File: config.mk
export PLATFORM = sky130hd
export DESIGN_NAME = fetch_queue
export DESIGN_NICKNAME = d
export VERILOG_FILES = /design/src/rtl/fetch_queue.sv
export SDC_FILE = /design/constraint.sdc
export NUM_CORES = 1
export LEC_CHECK = 0
export BUFFER_PORTS_ARGS = -buffer_cell sky130_fd_sc_hd__buf_2
export CAP_MARGIN = 0
export CORE_MARGIN = 1.5
export CORE_UTILIZATION = 51
export CTS_CLUSTER_SIZE = 12
export DETAILED_ROUTE_END_ITERATION = 6
export GPL_ROUTABILITY_DRIVEN = 0
export GPL_TIMING_DRIVEN = 0
export HOLD_SLACK_MARGIN = 0.12
export PLACE_DENSITY = 0.85
export SYNTH_ARGS = -nofsm -noshare
export SYNTH_HDL_FRONTEND = slang
export SYNTH_SLANG_ARGS = --single-unit
File: constraint.sdc
create_clock -name clk -period 2.8 [get_ports clk]
set_input_delay 0.56 -clock clk [delete_from_list [all_inputs] [get_ports clk]]
set_output_delay 0.56 -clock clk [all_outputs]
set_load 0.05 [all_outputs]
File: src/rtl/fetch_queue.sv
`default_nettype none
// ============================================================================
//  Module      : fetch_queue
//  Description : IF-stage instruction fetch buffer. Issues each PC to a
//                1-cycle-latency synchronous instruction memory, tracks the
//                single in-flight read, captures {pc, instr} into a
//                DEPTH-entry FIFO and presents the head entry to decode over
//                valid/ready. Raises fq_stall to freeze the PC counter on
//                back-pressure and drops all wrong-path state on an EX flush.
//  Ports       : clk, reset (async, active-high)
//                pc              - current PC from the PC counter
//                fq_stall        - hold the PC counter
//                ex_branch_flush - EX misprediction flush
//                imem_en/addr    - instruction memory read request
//                imem_rdata      - read data, one cycle after imem_en
//                deq_valid/ready - head entry handshake to decode
//                deq_pc/instr    - head entry payload
//  Revision    : 1.0 - initial release
// ============================================================================
module fetch_queue #(
    parameter int XLEN_WIDTH  = 32,
    parameter int INSTR_WIDTH = 32,
    parameter int DEPTH       = 4
) (
    input  logic                   clk,
    input  logic                   reset,
    input  logic [XLEN_WIDTH-1:0]  pc,
    output logic                   fq_stall,
    input  logic                   ex_branch_flush,
    output logic                   imem_en,
    output logic [XLEN_WIDTH-1:0]  imem_addr,
    input  logic [INSTR_WIDTH-1:0] imem_rdata,
    output logic                   deq_valid,
    input  logic                   deq_ready,
    output logic [XLEN_WIDTH-1:0]  deq_pc,
    output logic [INSTR_WIDTH-1:0] deq_instr
);

    localparam int                c_PTR_W = $clog2(DEPTH);
    localparam int                c_CNT_W = $clog2(DEPTH + 1);
    localparam logic [c_CNT_W:0]  c_DEPTH = (c_CNT_W + 1)'(DEPTH);

    logic [XLEN_WIDTH-1:0]  r_mem_pc    [DEPTH];
    logic [INSTR_WIDTH-1:0] r_mem_instr [DEPTH];
    logic [c_PTR_W-1:0]     r_wr_ptr;
    logic [c_PTR_W-1:0]     r_rd_ptr;
    logic [c_CNT_W-1:0]     r_count;
    logic                   r_infl_valid;
    logic [XLEN_WIDTH-1:0]  r_infl_pc;

    logic                   w_issue;
    logic                   w_write;
    logic                   w_pop;
    logic [c_CNT_W:0]       w_occupancy;

    // The outstanding read holds a credit, so the stall is raised while the
    // slot it will land in is still free. Registers only: no path from
    // deq_ready or the flush into the PC counter's hold.
    assign w_occupancy = {1'b0, r_count} + {{c_CNT_W{1'b0}}, r_infl_valid};
    assign fq_stall    = (w_occupancy >= c_DEPTH);

    assign w_issue   = ~fq_stall & ~ex_branch_flush;
    // Gated by reset so no read is requested while the block is held.
    assign imem_en   = w_issue & ~reset;
    assign imem_addr = pc;

    // A flush kills the returning wrong-path response and blocks the pop.
    assign w_write   = r_infl_valid & ~ex_branch_flush;
    assign deq_valid = (r_count != '0) & ~ex_branch_flush;
    assign w_pop     = deq_valid & deq_ready;

    assign deq_pc    = r_mem_pc[r_rd_ptr];
    assign deq_instr = r_mem_instr[r_rd_ptr];

    always_ff @(posedge clk or posedge reset) begin
        if (reset) begin
            r_wr_ptr     <= '0;
            r_rd_ptr     <= '0;
            r_count      <= '0;
            r_infl_valid <= 1'b0;
            r_infl_pc    <= '0;
        end else if (ex_branch_flush) begin
            r_wr_ptr     <= '0;
            r_rd_ptr     <= '0;
            r_count      <= '0;
            r_infl_valid <= 1'b0;
            r_infl_pc    <= pc;
        end else begin
            r_infl_valid <= w_issue;
            r_infl_pc    <= pc;
            if (w_write) begin
                r_wr_ptr <= r_wr_ptr + c_PTR_W'(1);
            end
            if (w_pop) begin
                r_rd_ptr <= r_rd_ptr + c_PTR_W'(1);
            end
            case ({w_write, w_pop})
                2'b10:   r_count <= r_count + c_CNT_W'(1);
                2'b01:   r_count <= r_count - c_CNT_W'(1);
                default: r_count <= r_count;
            endcase
        end
    end

    // Storage needs no reset: an entry is only read once count covers it.
    always_ff @(posedge clk) begin
        if (w_write) begin
            r_mem_pc[r_wr_ptr]    <= r_infl_pc;
            r_mem_instr[r_wr_ptr] <= imem_rdata;
        end
    end

endmodule
`default_nettype wire

Word level (Yosys, flattened, before mapping):

Memory sizes are Yosys's and may differ from the RTL's.
Cells that the tools add are included.

* bits in registers: 40
* RAM bits: 256
* output and inout port bits: 99
* word-level logic and storage cells: 36
* memories kept: 2

Memories
* r_mem_instr: words 4, bits a word 32, read ports 1, clocked after memory_dff 0, wr ports 1, RTL line 44 `logic [INSTR_WIDTH-1:0] r_mem_instr [DEPTH];`
* r_mem_pc: words 4, bits a word 32, read ports 1, clocked after memory_dff 0, wr ports 1, RTL line 43 `logic [XLEN_WIDTH-1:0] r_mem_pc [DEPTH];`

* $add $sub $neg: 5
* magnitude comparators: 1
* equal/unequal tests: 2
* mux-type cells: 9
* bitwise logic cells: 8
* reductions and logical operators: 4

Operator list (number)
* 2-to-1 mux 2 bit: 4
* case mux 3 bit (2 select lines): 1
* nonzero test 3 bit: 2
* bitwise AND 1 bit: 5
* adder 2 x 1 -> 2 bit, second input constant: 2
* adder 3 x 1 -> 4 bit: 1
* greater-or-equal comparator 4 x 3 -> 1 bit, second input constant: 1
* nonzero test 2 bit: 2
* adder 3 x 1 -> 3 bit, second input constant: 1
* 2-to-1 mux 1 bit: 3
* 2-to-1 mux 3 bit: 1
* NOT 1 bit: 3
* subtractor 3 x 1 -> 3 bit, second input constant: 1
* equality test 2 x 1 -> 1 bit, second input constant: 1
* equality test 2 bit, second input constant: 1

Longest topological paths before layout:

Gate-level depths: netlist of run 1.

* depth after elaboration: 6
* mapped depth: 6
* mapped depth without buffers: 6

Worst setup path after synthesis of run 1:

No wires, ideal clock.

* kind: flip-flop to flip-flop
* start point: register r_infl_valid
* end point: memory r_mem_instr[0][0] (enable)
* library setup time: 0.429 ns
* arrival: 2.263 ns
* slack: 0.108 ns
* stages on the path, launching flop included: 4
* period minus slack after synthesis: 2.692 ns
* cells stage by stage: dfrtp_1 > buf_2 > nor2b_1 > and2_1

* word-level cells in the longest chain between the ends: 3

Ends and longest elaborated chain
* start, declared: RTL line 48 `logic r_infl_valid;`
* start signal, assigned: RTL line 89 `r_infl_valid <= w_issue;`
* bitwise AND 1 bit: RTL line 68 `assign w_write = r_infl_valid & ~ex_branch_flush;`
* 2-to-1 mux 1 bit: RTL line 107 `if (w_write) begin`
* 2-to-1 mux 1 bit (implied by the code): RTL line 109 `r_mem_instr[r_wr_ptr] <= imem_rdata;`
* end, declared: RTL line 44

No other way between the ends.

Worst setup path after layout of run 1:

* start point: register r_rd_ptr[0]
* end point: output deq_pc[12]

* word-level cells in the longest chain between the ends: 1

Ends and longest elaborated chain
* start, declared: RTL line 46 `logic [c_PTR_W-1:0] r_rd_ptr;`
* start signal, assigned: RTL line 95 `r_rd_ptr <= r_rd_ptr + c_PTR_W'(1);`
* memory (4 x 32 bit)
* end, declared: RTL line 35 `output logic [XLEN_WIDTH-1:0] deq_pc,`

No other way between the ends.

==> results by group, run 1 <==
Run
  • Max_cap viols: 0

Pwr
  • Worst VDD drop: 0.000763 V
  • Net Sw Frac: around 31%
  • Clock power frac: a little under a third
  • Switch Pwr: roughly 3.8 mW
  • Power per cell area: around 940 nW/um^2
  • Total leakage power: between 4 and 5 nW
  • Sequential fraction of design power: between 40% and 50%
  • Comb power frac: a little over a quarter
  • P_int: roughly 8.5 mW

Floorplanning
  • Die X: approximately 150 um
  • Area of the core: roughly 21,000 um^2
  • Ports: 167
  • Row cnt: 53
  • Die height: around 150 um
  • Initial Util: between 50% and 60%
  • Die Area: 22,100 um^2

Critical path
  • Element type at the critical path end: primary output
  • CP max-delay cell: mux4_2
  • Buf/Inv on CP: 3
  • Crit path max fanout: 10
  • Startpoint types: flip-flop
  • Crit path kind: flip-flop to primary output
  • Cell repeated most along the worst path: buf_6
  • CP required: about 2200 ps
  • Crit-path cells: buf_6 -> buf_6 -> mux4_2 -> buf_2
  • Peak per-stage delay on the critical path: about 540 ps
  • Critical path arrival: ~2100 ps
  • Largest delay share family, worst path: buffers and inverters

Status
  • Outcome: completed

Clock network
  • Num CTS Buffers: 30
  • Skew-Pair Late Insertion Delay: 530 ps
  • TritonCTS clock tree: yes
  • H-tree levels: 1
  • Clock Tree Root: clkbuf_16
  • Clock sink total: 296
  • Setup Buffers After CTS: 0
  • CTS clk-pin slew, worst paths: 60 ps
  • Clock Path Buffers: 3

Timing
  • Period utilization: a little over nine tenths
  • Relative slew slack: 59.0%
  • Post-route setup TNS: 0 ps
  • Clk_skew: approximately 10 ps
  • Final hold vios: 0
  • WHS: 147 ps
  • Period minus WS final: 2640 ps
  • Max Slew Vio Count: 0
  • Fmax: 379 MHz
  • Final setup viols: 0
  • Unrepaired setup endpoints after global routing: false
  • Worst slew pin tran: between 600 and 700 ps

Global route
  • Vias in the first global route: 5,414
  • Pin count of the biggest net entering global routing: 37
  • Initial antenna violation count: 1
  • GRT Total Usage: 17.5%
  • First-pass GRT wire length: ~30,000 um
  • Total congestion overflow: 0

Yosys
  • Synth cell types: 24
  • Seq/Total Area, Yosys: 80.4%
  • Top_reg_cell synth: edfxtp_1
  • Synth Instances: about 450
  • Synthesized Nets: ~530
  • Yosys warning count: 0
  • Number of synthesized register bits: between 200 and 300
  • Cell Area, Synth: approximately 11,000 um^2
  • Synth top area share: roughly 70%
  • Post-synth EDFFs: about 260
  • Yosys top cell by area: edfxtp_1
  • Syn avg cell area: between 20 and 25 um^2
  • Ys async rst share: a little over an eighth
  • Synth area leaders: edfxtp_1 (71%), mux4_2 (13%), dfrtp_1 (9.3%), buf_4 (2.2%), buf_6 (0.52%)

Drt
  • Average wire per standard cell: 19.9 um
  • DR iter-0 viols: 189
  • Final WL: 19,000 um
  • Post-DRT Antenna Nets: 0
  • Routed vias/inst: 5.27
  • Post-route DRC: 0
  • Via Count: about 5,000
  • First-pass DRT Iterations: 4

Finish
  • Share of cells above drive strength 1: 48.0%
  • Final #Nets: between 700 and 800
  • P&R area growth vs syn: 21.0%

Placed design
  • IO Port Bufs: around 170
  • HPWL after detailed placement: 12,100 um

Min path
  • Worst min path class: primary input to flip-flop
area by class of cell:
type | instances | area, um^2
sequential | 296 | 8690
fill | 1447 | 7810
multi-input combinational | 104 | 1750
timing repair buffer | 172 | 941
clock buffer | 50 | 877
buffer | 48 | 359
tap | 275 | 344
clock inverter | 5 | 98.8
inverter | 4 | 15.0
antenna | 1 | 2.50
power by group through the flow:
stage	Sequential, mW	Clock [mW]	Combinational [mW]
after floorplan	5.27	0	2.56
after global placement	5.29	0	3.15
after detailed placement	5.29	0	3.23
after CTS	5.21	3.96	3.24
after global routing	5.22	4.15	3.36
final	5.21	3.89	3.19
cell usage in the layout (no fill, tap or decap), types with 2 or more instances in the layout:
cell type,n
nor2_1,10
bufinv_16,3
buf_12,5
inv_1,3
ha_1,4
xnor2_1,5
edfxtp_1,256
clkbuf_8,3
buf_6,5
mux2i_1,3
mux4_2,64
clkbuf_16,31
clkbuf_1,18
dfrtp_1,40
nor3_1,4
buf_2,174
nand2b_1,2
and2_4,4
buf_4,32
cells by family (layout without fill, tap and decap cells):
group / Yosys count / count (layout) / synth area share [%]
simple gates: 22 / 22 / 0.984
compound gates: 5 / 5 / 0.486
mux: 67 / 67 / 13.6
fa+ha+maj: 5 / 5 / 0.648
other cells: 0 / 1 / 0
flops: 296 / 296 / 80.4
buf+inv: 52 / 279 / 3.46
xor+xnor: 5 / 5 / 0.405
stage by stage:
step	power [mW]	instances	setup slack (ps)	utilization (%)	cell area (um^2)
after floorplan	7.83	452	108	-	10800
after global placement	8.44	893	-1090	57.4	12000
after detailed placement	8.53	898	404	57.9	12100
after CTS	12.4	954	99.0	62.6	13100
after global routing	12.7	954	60.1	62.6	13100
final	12.3	955	161	62.6	13100
per-layer routing:
metal | GRT usage [%] | vias to the layer above | routed length (um)
met5 | 0 | - | 0
met3 | 3.19 | 27 | 1020
met4 | 3.96 | 0 | 256
li1 | - | 2223 | -
met1 | 22.4 | 2620 | 7610
met2 | 31.3 | 162 | 10100
flip-flops by register name, indices dropped and copies added (netlist names):
| name | count |
|---|---|
| r_count | 3 |
| r_infl_pc | 32 |
| r_infl_valid | 1 |
| r_mem_instr | 128 |
| r_mem_pc | 128 |
| r_rd_ptr | 2 |
| r_wr_ptr | 2 |
final timing paths:
| path | slack (ps) | depth (start not counted) | to | start |
|---|---|---|---|---|
| worst max-delay path | 160 | 4 | deq_pc[12] | r_rd_ptr[0] |
| worst min-delay path | 150 | 1 | r_infl_pc[13] | pc[13] |
| worst max register to register | 520 | 6 | r_count[2] | r_count[0] |
| worst min register to register | 480 | 0 | r_mem_pc[0][27] | r_infl_pc[27] |
| max in group asynchronous | 1730 | 4 | r_infl_pc[0] | reset |
| min in group asynchronous | 590 | 3 | r_infl_pc[21] | reset |
worst register-to-register path: cells and delay by family (launching register included):
| family | cells | cell delay, ps |
|---|---|---|
| AND/OR/NAND/NOR | 3 | 450 |
| AO/OA/AOI/OAI | 2 | 780 |
| flip-flops | 1 | 480 |
| adder cells (fa/ha/maj) | 1 | 450 |
cell usage after synthesis, drive strengths merged (2+ instances only):
cell type and count:
nor2 10, mux2i 3, and2 4, xnor2 5, buf 46, clkbuf 2
dfrtp 40, mux4 64, inv 4, edfxtp 256, nor3 4, nand2b 2
ha 4
what timing repair did:
item,4_1_cts,5_1_grt
hold endpoints to repair,16,0
hold buffers,1,0
resized for setup,0,0
Note: power is estimated with default switching activity, not from simulation.
==> run 2, diff against run 1 <==
--- a/config.mk
+++ b/config.mk
@@ -7,14 +7,16 @@
 export LEC_CHECK = 0
 export BUFFER_PORTS_ARGS = -buffer_cell sky130_fd_sc_hd__buf_2
 export CAP_MARGIN = 0
+export CORE_ASPECT_RATIO = 0.8
 export CORE_MARGIN = 1.5
-export CORE_UTILIZATION = 51
+export CORE_UTILIZATION = 53
+export CTS_BUF_LIST = sky130_fd_sc_hd__clkbuf_4 sky130_fd_sc_hd__clkbuf_8
 export CTS_CLUSTER_SIZE = 12
 export DETAILED_ROUTE_END_ITERATION = 6
 export GPL_ROUTABILITY_DRIVEN = 0
 export GPL_TIMING_DRIVEN = 0
 export HOLD_SLACK_MARGIN = 0.12
-export PLACE_DENSITY = 0.85
+export PLACE_DENSITY = 0.87
 export SYNTH_ARGS = -nofsm -noshare
 export SYNTH_HDL_FRONTEND = slang
 export SYNTH_SLANG_ARGS = --single-unit
==> run 2 against run 1 <==
  * Worst hold slack better by 19 ps
  * Via count is 1.3% higher
  * Core utilization is 2.4 points higher
  * Power is 4.6% lower
  * Count of clock-buffer cells in the layout is 20 higher
  * Largest cell class unchanged
  * Clock power is 15% lower
  * Critical path depth stayed put
  * Sequential share of layout area is 0.71 points higher
  * Combinational power hardly changed
  * Sequential power hardly changed
  * Critical endpoint is now deq_pc[10]
==> results by group, run 2 (synthesis results as in run 1) <==
Finish
  • Sequential cell area: 8690 um^2 (unchanged)
  • Share of cells above drive strength 1: 51.5% (was 48.0%)
  • Commonest non-fill, non-tap cell in the layout: edfxtp_1 (unchanged)
  • Final #Nets: 743 (was 729)
  • Most frequent cells in the layout: edfxtp_1 (256), buf_2 (174), mux4_2 (64) (unchanged)
  • Area occupied by multi-input gates: 1750 um^2 (unchanged)
  • Fin util: 65.0% (was 62.6%)
  • Final non-filler cell total: 962 (was 955)
  • Fillers: 1,330 (was 1,447)
  • P&R area growth vs syn: 19.8% (was 21.0%)
  • Top flop regs: r_mem_instr (128), r_mem_pc (128), r_infl_pc (32) (unchanged)

Floorplanning
  • Initial Util: 54.3% (was 51.7%)
  • Die X: 163 um (was 149 um)
  • Die Area: 21,300 um^2 (was 22,100 um^2)
  • Row cnt: 46 (was 53)
  • Die height: 131 um (was 149 um)
  • Area of the core: 19,900 um^2 (was 20,900 um^2)
  • Ports: 167 (unchanged)

Critical path
  • Reg2reg end: r_count[2] (unchanged)
  • CP max-delay cell: mux4_2 (unchanged)
  • Element type at the critical path end: primary output (unchanged)
  • Peak per-stage delay on the critical path: 390 ps (was 540 ps)
  • R2r setup slk: 610 ps (was 520 ps)
  • Crit path depth: 4 (unchanged)
  • Crit-path cells: buf_2 -> buf_2 -> mux4_2 -> buf_2 (was buf_6 -> buf_6 -> mux4_2 -> buf_2)
  • Critical path arrival: 2070 ps (was 2080 ps)
  • Crit path kind: flip-flop to primary output (unchanged)
  • R2R cell count: 6 (unchanged)
  • Crit path max fanout: 10 (unchanged)
  • CP required: 2240 ps (about the same)
  • Startpoint types: flip-flop (unchanged)
  • FF-to-FF Start: r_count[0] (unchanged)
  • Buf/Inv on CP: 3 (unchanged)
  • Largest delay share family, worst path: buffers and inverters (unchanged)
  • Cell repeated most along the worst path: buf_2 (was buf_6)

Timing
  • Final setup viols: 0 (unchanged)
  • Period minus WS final: 2630 ps (was 2640 ps)
  • WHS: 167 ps (was 147 ps)
  • Max Slew Vio Count: 0 (unchanged)
  • Final hold vios: 0 (unchanged)
  • Period utilization: 94.1% (was 94.2%)
  • Post-route setup TNS: 0 ps (unchanged)
  • Relative slew slack: 60.2% (was 59.0%)
  • Unrepaired setup endpoints after global routing: false (unchanged)
  • Clk_skew: 13.6 ps (was 9.99 ps)
  • Fmax: 380 MHz (was 379 MHz)
  • Worst slew pin tran: 597 ps (was 616 ps)

Pwr
  • Net Sw Frac: 31.6% (was 30.6%)
  • Worst VDD drop: 0.000533 V (was 0.000763 V)
  • P_int: 8.01 mW (was 8.53 mW)
  • Total leakage power: 4.66 nW (was 4.67 nW)
  • Comb power frac: 27.4% (was 26.0%)
  • Power per cell area: 905 nW/um^2 (was 939 nW/um^2)
  • Switch Pwr: 3.70 mW (was 3.75 mW)
  • Clock power frac: 28.2% (was 31.6%)
  • Sequential fraction of design power: 44.4% (was 42.4%)

Drt
  • Post-DRT Antenna Nets: 0 (unchanged)
  • Routed vias/inst: 5.30 (was 5.27)
  • First-pass DRT Iterations: 4 (unchanged)
  • DR iter-0 viols: 350 (was 189)
  • Final WL: 19,200 um (was 19,000 um)
  • Post-route DRC: 0 (unchanged)
  • Average wire per standard cell: 20.0 um (was 19.9 um)
  • Via Count: 5,095 (was 5,032)

Clock network
  • Skew-Pair Late Insertion Delay: 510 ps (was 530 ps)
  • TritonCTS clock tree: yes (unchanged)
  • Clock Path Buffers: 3 (unchanged)
  • Num CTS Buffers: 44 (was 30)
  • Clock Tree Root: clkbuf_8 (was clkbuf_16)
  • Cts hold-fix bufs: 1 (unchanged)
  • CTS clk-pin slew, worst paths: 60 ps (about the same)
  • Clock sink total: 296 (unchanged)
  • H-tree levels: 2 (was 1)
  • Setup Buffers After CTS: 0 (unchanged)
  • Resized Gates After CTS: 0 (unchanged)

Status
  • Outcome: completed (unchanged)

Global route
  • Vias in the first global route: 5,383 (was 5,414)
  • Initial antenna violation count: 0 (was 1)
  • GRT Total Usage: 18.6% (was 17.5%)
  • Pin count of the biggest net entering global routing: 36 (was 37)
  • Total congestion overflow: 0 (unchanged)
  • First-pass GRT wire length: 29,500 um (was 29,200 um)

Placed design
  • IO Port Bufs: 166 (unchanged)
  • Post-Place Cells: 887 (was 898)
  • HPWL after detailed placement: 12,200 um (was 12,100 um)

Min path
  • Hold depth: 1 (unchanged)
  • Worst min path class: primary input to flip-flop (unchanged)
  • Worst Hold Path EP: r_infl_pc[30] (was r_infl_pc[13])
  • Hold_sp: pc[30] (was pc[13])

Run
  • Max_cap viols: 0 (unchanged)
==> run 2: cell types whose count changed in the layout (fill, tap and decap cells not counted), sizes merged <==
cell | before | now
clkbuf | 52 | 72
bufinv | 3 | 0
clkinv | 2 | 3
==> run 2: worst max-delay path by stage <==
stage / startpoint / end / slack, ps
finish: r_rd_ptr[1] / deq_pc[10] / 170
global route: r_rd_ptr[0] / deq_pc[10] / 40
CTS: r_rd_ptr[0] / deq_pc[6] / 110
detailed placement: ex_branch_flush / r_count[2] / 460
global placement: ex_branch_flush / r_mem_instr[1][22] / -1060
floorplan: r_infl_valid / r_mem_instr[0][0] / 110
==> run 2: layout make-up <==
class / instances / area share [%]
repair buffers: 172 / 7.27
inverters: 4 / 0.116
well taps: 264 / 2.55
plain buffers: 48 / 2.77
flip-flops and latches: 296 / 67.1
clock inverters: 3 / 0.0967
clock buffers: 70 / 6.48
diodes: 1 / 0.0193
multi-input cells: 104 / 13.6
==> run 2: power by group through the flow <==
stage | Clock (mW) | Combinational, mW | Sequential [mW]
2_1_floorplan | 0 | 2.56 | 5.27
3_3_place_gp | 0 | 3.15 | 5.29
3_5_place_dp | 0 | 3.24 | 5.29
4_1_cts | 3.39 | 3.25 | 5.21
5_1_grt | 3.60 | 3.37 | 5.23
6_report | 3.31 | 3.21 | 5.20
==> run 2: routing by layer <==
layer	global-route usage [%]	wire length, um	vias up	part of all wire [%]
li1	-	-	2247	-
met1	25.8	8080	2616	42
met2	30.8	9610	205	50
met3	3.88	1270	27	6.6
met4	4.80	248	0	1.3
met5	0	0	-	0
==> run 2: stage by stage <==
step                cell area (um^2)  power, mW  setup slack (ps)
detailed placement             12100       8.53               460
global route                   12900       12.2              39.9
finish                         12900       11.7               166
CTS                            12900       11.8               107
global placement               12000       8.44             -1060
floorplan                      10800       7.83               108
==> run 3, diff against run 2 <==
--- a/config.mk
+++ b/config.mk
@@ -7,7 +7,7 @@
 export LEC_CHECK = 0
 export BUFFER_PORTS_ARGS = -buffer_cell sky130_fd_sc_hd__buf_2
 export CAP_MARGIN = 0
-export CORE_ASPECT_RATIO = 0.8
+export CORE_ASPECT_RATIO = 0.5
 export CORE_MARGIN = 1.5
 export CORE_UTILIZATION = 53
 export CTS_BUF_LIST = sky130_fd_sc_hd__clkbuf_4 sky130_fd_sc_hd__clkbuf_8
==> run 3 against run 2 <==
  * Global-route usage is 0.51 points higher
  * Design area hardly changed
  * Die area is 0.22% higher
  * First-iteration DRC count is 16% lower
  * Worst setup slack worse by 8.7 ps
  * Clock power hardly changed
  * Combinational power hardly changed
  * Via count is 0.71% lower
  * Sequential cell count stayed put
  * Largest cell class unchanged
  * Highest routed layer unchanged
==> results by group, run 3 (synthesis results as in run 1) <==
Min path
  • Hold_sp: pc[27] (was pc[30])
  • Worst min path class: primary input to flip-flop (unchanged)
  • Worst Hold Path EP: r_infl_pc[27] (was r_infl_pc[30])
  • Hold depth: 1 (unchanged)

Clock network
  • CTS clk-pin slew, worst paths: 70 ps (was 60 ps)
  • Clock sink total: 296 (unchanged)
  • Resized Gates After CTS: 0 (unchanged)
  • H-tree levels: 2 (unchanged)
  • TritonCTS clock tree: yes (unchanged)
  • Skew-Pair Late Insertion Delay: 520 ps (was 510 ps)
  • Num CTS Buffers: 40 (was 44)
  • Clock Tree Root: clkbuf_8 (unchanged)
  • Setup Buffers After CTS: 0 (unchanged)
  • Clock Path Buffers: 3 (unchanged)

Critical path
  • FF-to-FF Start: r_count[0] (unchanged)
  • Crit path kind: flip-flop to primary output (unchanged)
  • R2R cell count: 6 (unchanged)
  • CP required: 2240 ps (about the same)
  • Startpoint types: flip-flop (unchanged)
  • Critical path arrival: 2080 ps (was 2070 ps)
  • Crit path max fanout: 10 (unchanged)
  • CP max-delay cell: mux4_2 (unchanged)
  • R2r setup slk: 670 ps (was 610 ps)
  • Element type at the critical path end: primary output (unchanged)
  • Crit-path cells: buf_2 -> buf_2 -> mux4_2 -> buf_2 (unchanged)
  • Buf/Inv on CP: 3 (unchanged)
  • Reg2reg end: r_count[2] (unchanged)
  • Largest delay share family, worst path: buffers and inverters (unchanged)
  • Peak per-stage delay on the critical path: 380 ps (was 390 ps)
  • Cell repeated most along the worst path: buf_2 (unchanged)

Global route
  • Vias in the first global route: 5,536 (was 5,383)
  • Initial antenna violation count: 0 (unchanged)
  • First-pass GRT wire length: 30,600 um (was 29,500 um)
  • Pin count of the biggest net entering global routing: 50 (was 36)
  • GRT Total Usage: 19.1% (was 18.6%)
  • Total congestion overflow: 0 (unchanged)

Placed design
  • Setup WS pre-CTS: 499 ps (was 460 ps)
  • IO Port Bufs: 166 (unchanged)
  • HPWL after detailed placement: 12,400 um (was 12,200 um)

Finish
  • Top flop regs: r_mem_instr (128), r_mem_pc (128), r_infl_pc (32) (unchanged)
  • Final #Nets: 739 (was 743)
  • Area occupied by multi-input gates: 1750 um^2 (unchanged)
  • Sequential cell area: 8690 um^2 (unchanged)
  • Most frequent cells in the layout: edfxtp_1 (256), buf_2 (174), mux4_2 (64) (unchanged)
  • Share of cells above drive strength 1: 51.1% (was 51.5%)
  • Commonest non-fill, non-tap cell in the layout: edfxtp_1 (unchanged)
  • Fillers: 1,293 (was 1,330)
  • P&R area growth vs syn: 19.8% (about the same)
  • Fin util: 65.6% (was 65.0%)
  • Diode count: 0 (was 1)

Timing
  • Final setup viols: 0 (unchanged)
  • Worst slew pin tran: 694 ps (was 597 ps)
  • Period utilization: 94.4% (was 94.1%)
  • Final hold vios: 0 (unchanged)
  • Period minus WS final: 2640 ps (was 2630 ps)
  • Relative slew slack: 53.7% (was 60.2%)
  • Max Slew Vio Count: 0 (unchanged)
  • Fmax: 378 MHz (was 380 MHz)
  • Clk_skew: 21.7 ps (was 13.6 ps)
  • Setup WS post-layout: 157 ps (was 166 ps)
  • Unrepaired setup endpoints after global routing: false (unchanged)
  • Post-route setup TNS: 0 ps (unchanged)

Status
  • Outcome: completed (unchanged)

Pwr
  • Clock power frac: 28.1% (was 28.2%)
  • Worst VDD drop: 0.000366 V (was 0.000533 V)
  • Total leakage power: 4.65 nW (was 4.66 nW)
  • P_int: 7.95 mW (was 8.01 mW)
  • Net Sw Frac: 32.1% (was 31.6%)
  • Power per cell area: 904 nW/um^2 (was 905 nW/um^2)
  • Comb power frac: 27.5% (was 27.4%)
  • Sequential fraction of design power: 44.4% (about the same)
  • Switch Pwr: 3.76 mW (was 3.70 mW)

Drt
  • First-pass DRT Iterations: 4 (unchanged)
  • Average wire per standard cell: 20.4 um (was 20.0 um)
  • Final WL: 19,700 um (was 19,200 um)
  • DR iter-0 viols: 294 (was 350)
  • Via Count: 5,059 (was 5,095)
  • Routed vias/inst: 5.26 (was 5.30)
  • Post-route DRC: 0 (unchanged)
  • Post-DRT Antenna Nets: 0 (unchanged)

Run
  • Max_cap viols: 0 (unchanged)

Floorplanning
  • Row cnt: 36 (was 46)
  • Initial Util: 54.8% (was 54.3%)
  • Die X: 205 um (was 163 um)
  • Area of the core: 19,700 um^2 (was 19,900 um^2)
  • Ports: 167 (unchanged)
  • Die height: 104 um (was 131 um)
  • Die Area: 21,300 um^2 (about the same)
run 3: cell types whose count changed in the layout (fill, tap and decap cells not counted):
cell        previous run  this run
bufinv_16              0         1
clkbuf_8              50        46
diode_2                1         0
clkbuf_4              20        16
clkinv_2               1         3
clkinv_1               2         4
buf_16                 0         4
buf_12                 5         1
clkinvlp_4             0         2
run 3: power by group through the flow:
stage	clock network [mW]	registers (mW)	logic (mW)
2_1_floorplan	0	5.27	2.56
3_3_place_gp	0	5.29	3.18
3_5_place_dp	0	5.29	3.26
4_1_cts	3.38	5.20	3.27
5_1_grt	3.58	5.22	3.38
6_report	3.29	5.20	3.21
run 3: worst max-delay path by stage:
stage	startpoint	end	slack, ps	cells past startpoint
after floorplan	r_infl_valid	r_mem_instr[0][0]	110	3
after global placement	ex_branch_flush	r_mem_instr[0][23]	-1210	3
after global routing	r_rd_ptr[0]	deq_pc[11]	40	4
after detailed placement	ex_branch_flush	r_count[2]	500	7
after CTS	r_rd_ptr[1]	deq_pc[11]	110	4
final	r_rd_ptr[1]	deq_pc[11]	160	4
run 3: area by class of cell:
cell class              instances  share of cell area (%)
repair buffers                172                    7.50
clock inverters                10                   0.580
flip-flops and latches        296                    67.1
well taps                     266                    2.57
plain buffers                  48                    2.77
clock buffers                  62                    5.82
multi-input cells             104                    13.5
inverters                       4                   0.116
run 3: what timing repair did:
item / CTS / global route
setup endpoints to repair: 0 / 0
hold endpoints to repair: 12 / 0
hold buffers: 1 / 0
run 3: stage by stage:
stage | hold slack [ps] | total power [mW] | cell area (um^2) | std cells
final | 160 | 11.7 | 12900 | 962
after global routing | 131 | 12.2 | 12900 | 962
after CTS | 137 | 11.8 | 12900 | 962
after detailed placement | 476 | 8.56 | 12100 | 889
after global placement | 461 | 8.47 | 12000 | 884
after floorplan | 455 | 7.83 | 10800 | 452
run 3: per-layer routing:
layer,global-route usage [%],vias up,wire length (um)
met5,0,-,0
met3,4.07,27,934
met2,32.6,128,10200
li1,-,2251,-
met1,25.3,2653,8240
met4,4.90,0,337
run 3: worst reg2reg max path, delay by kind of cell (launching register included):
family | cells | cell delay [ps]
flip-flops | 1 | 470
AO/OA/AOI/OAI | 2 | 700
adder cells (fa/ha/maj) | 1 | 450
AND/OR/NAND/NOR | 3 | 410
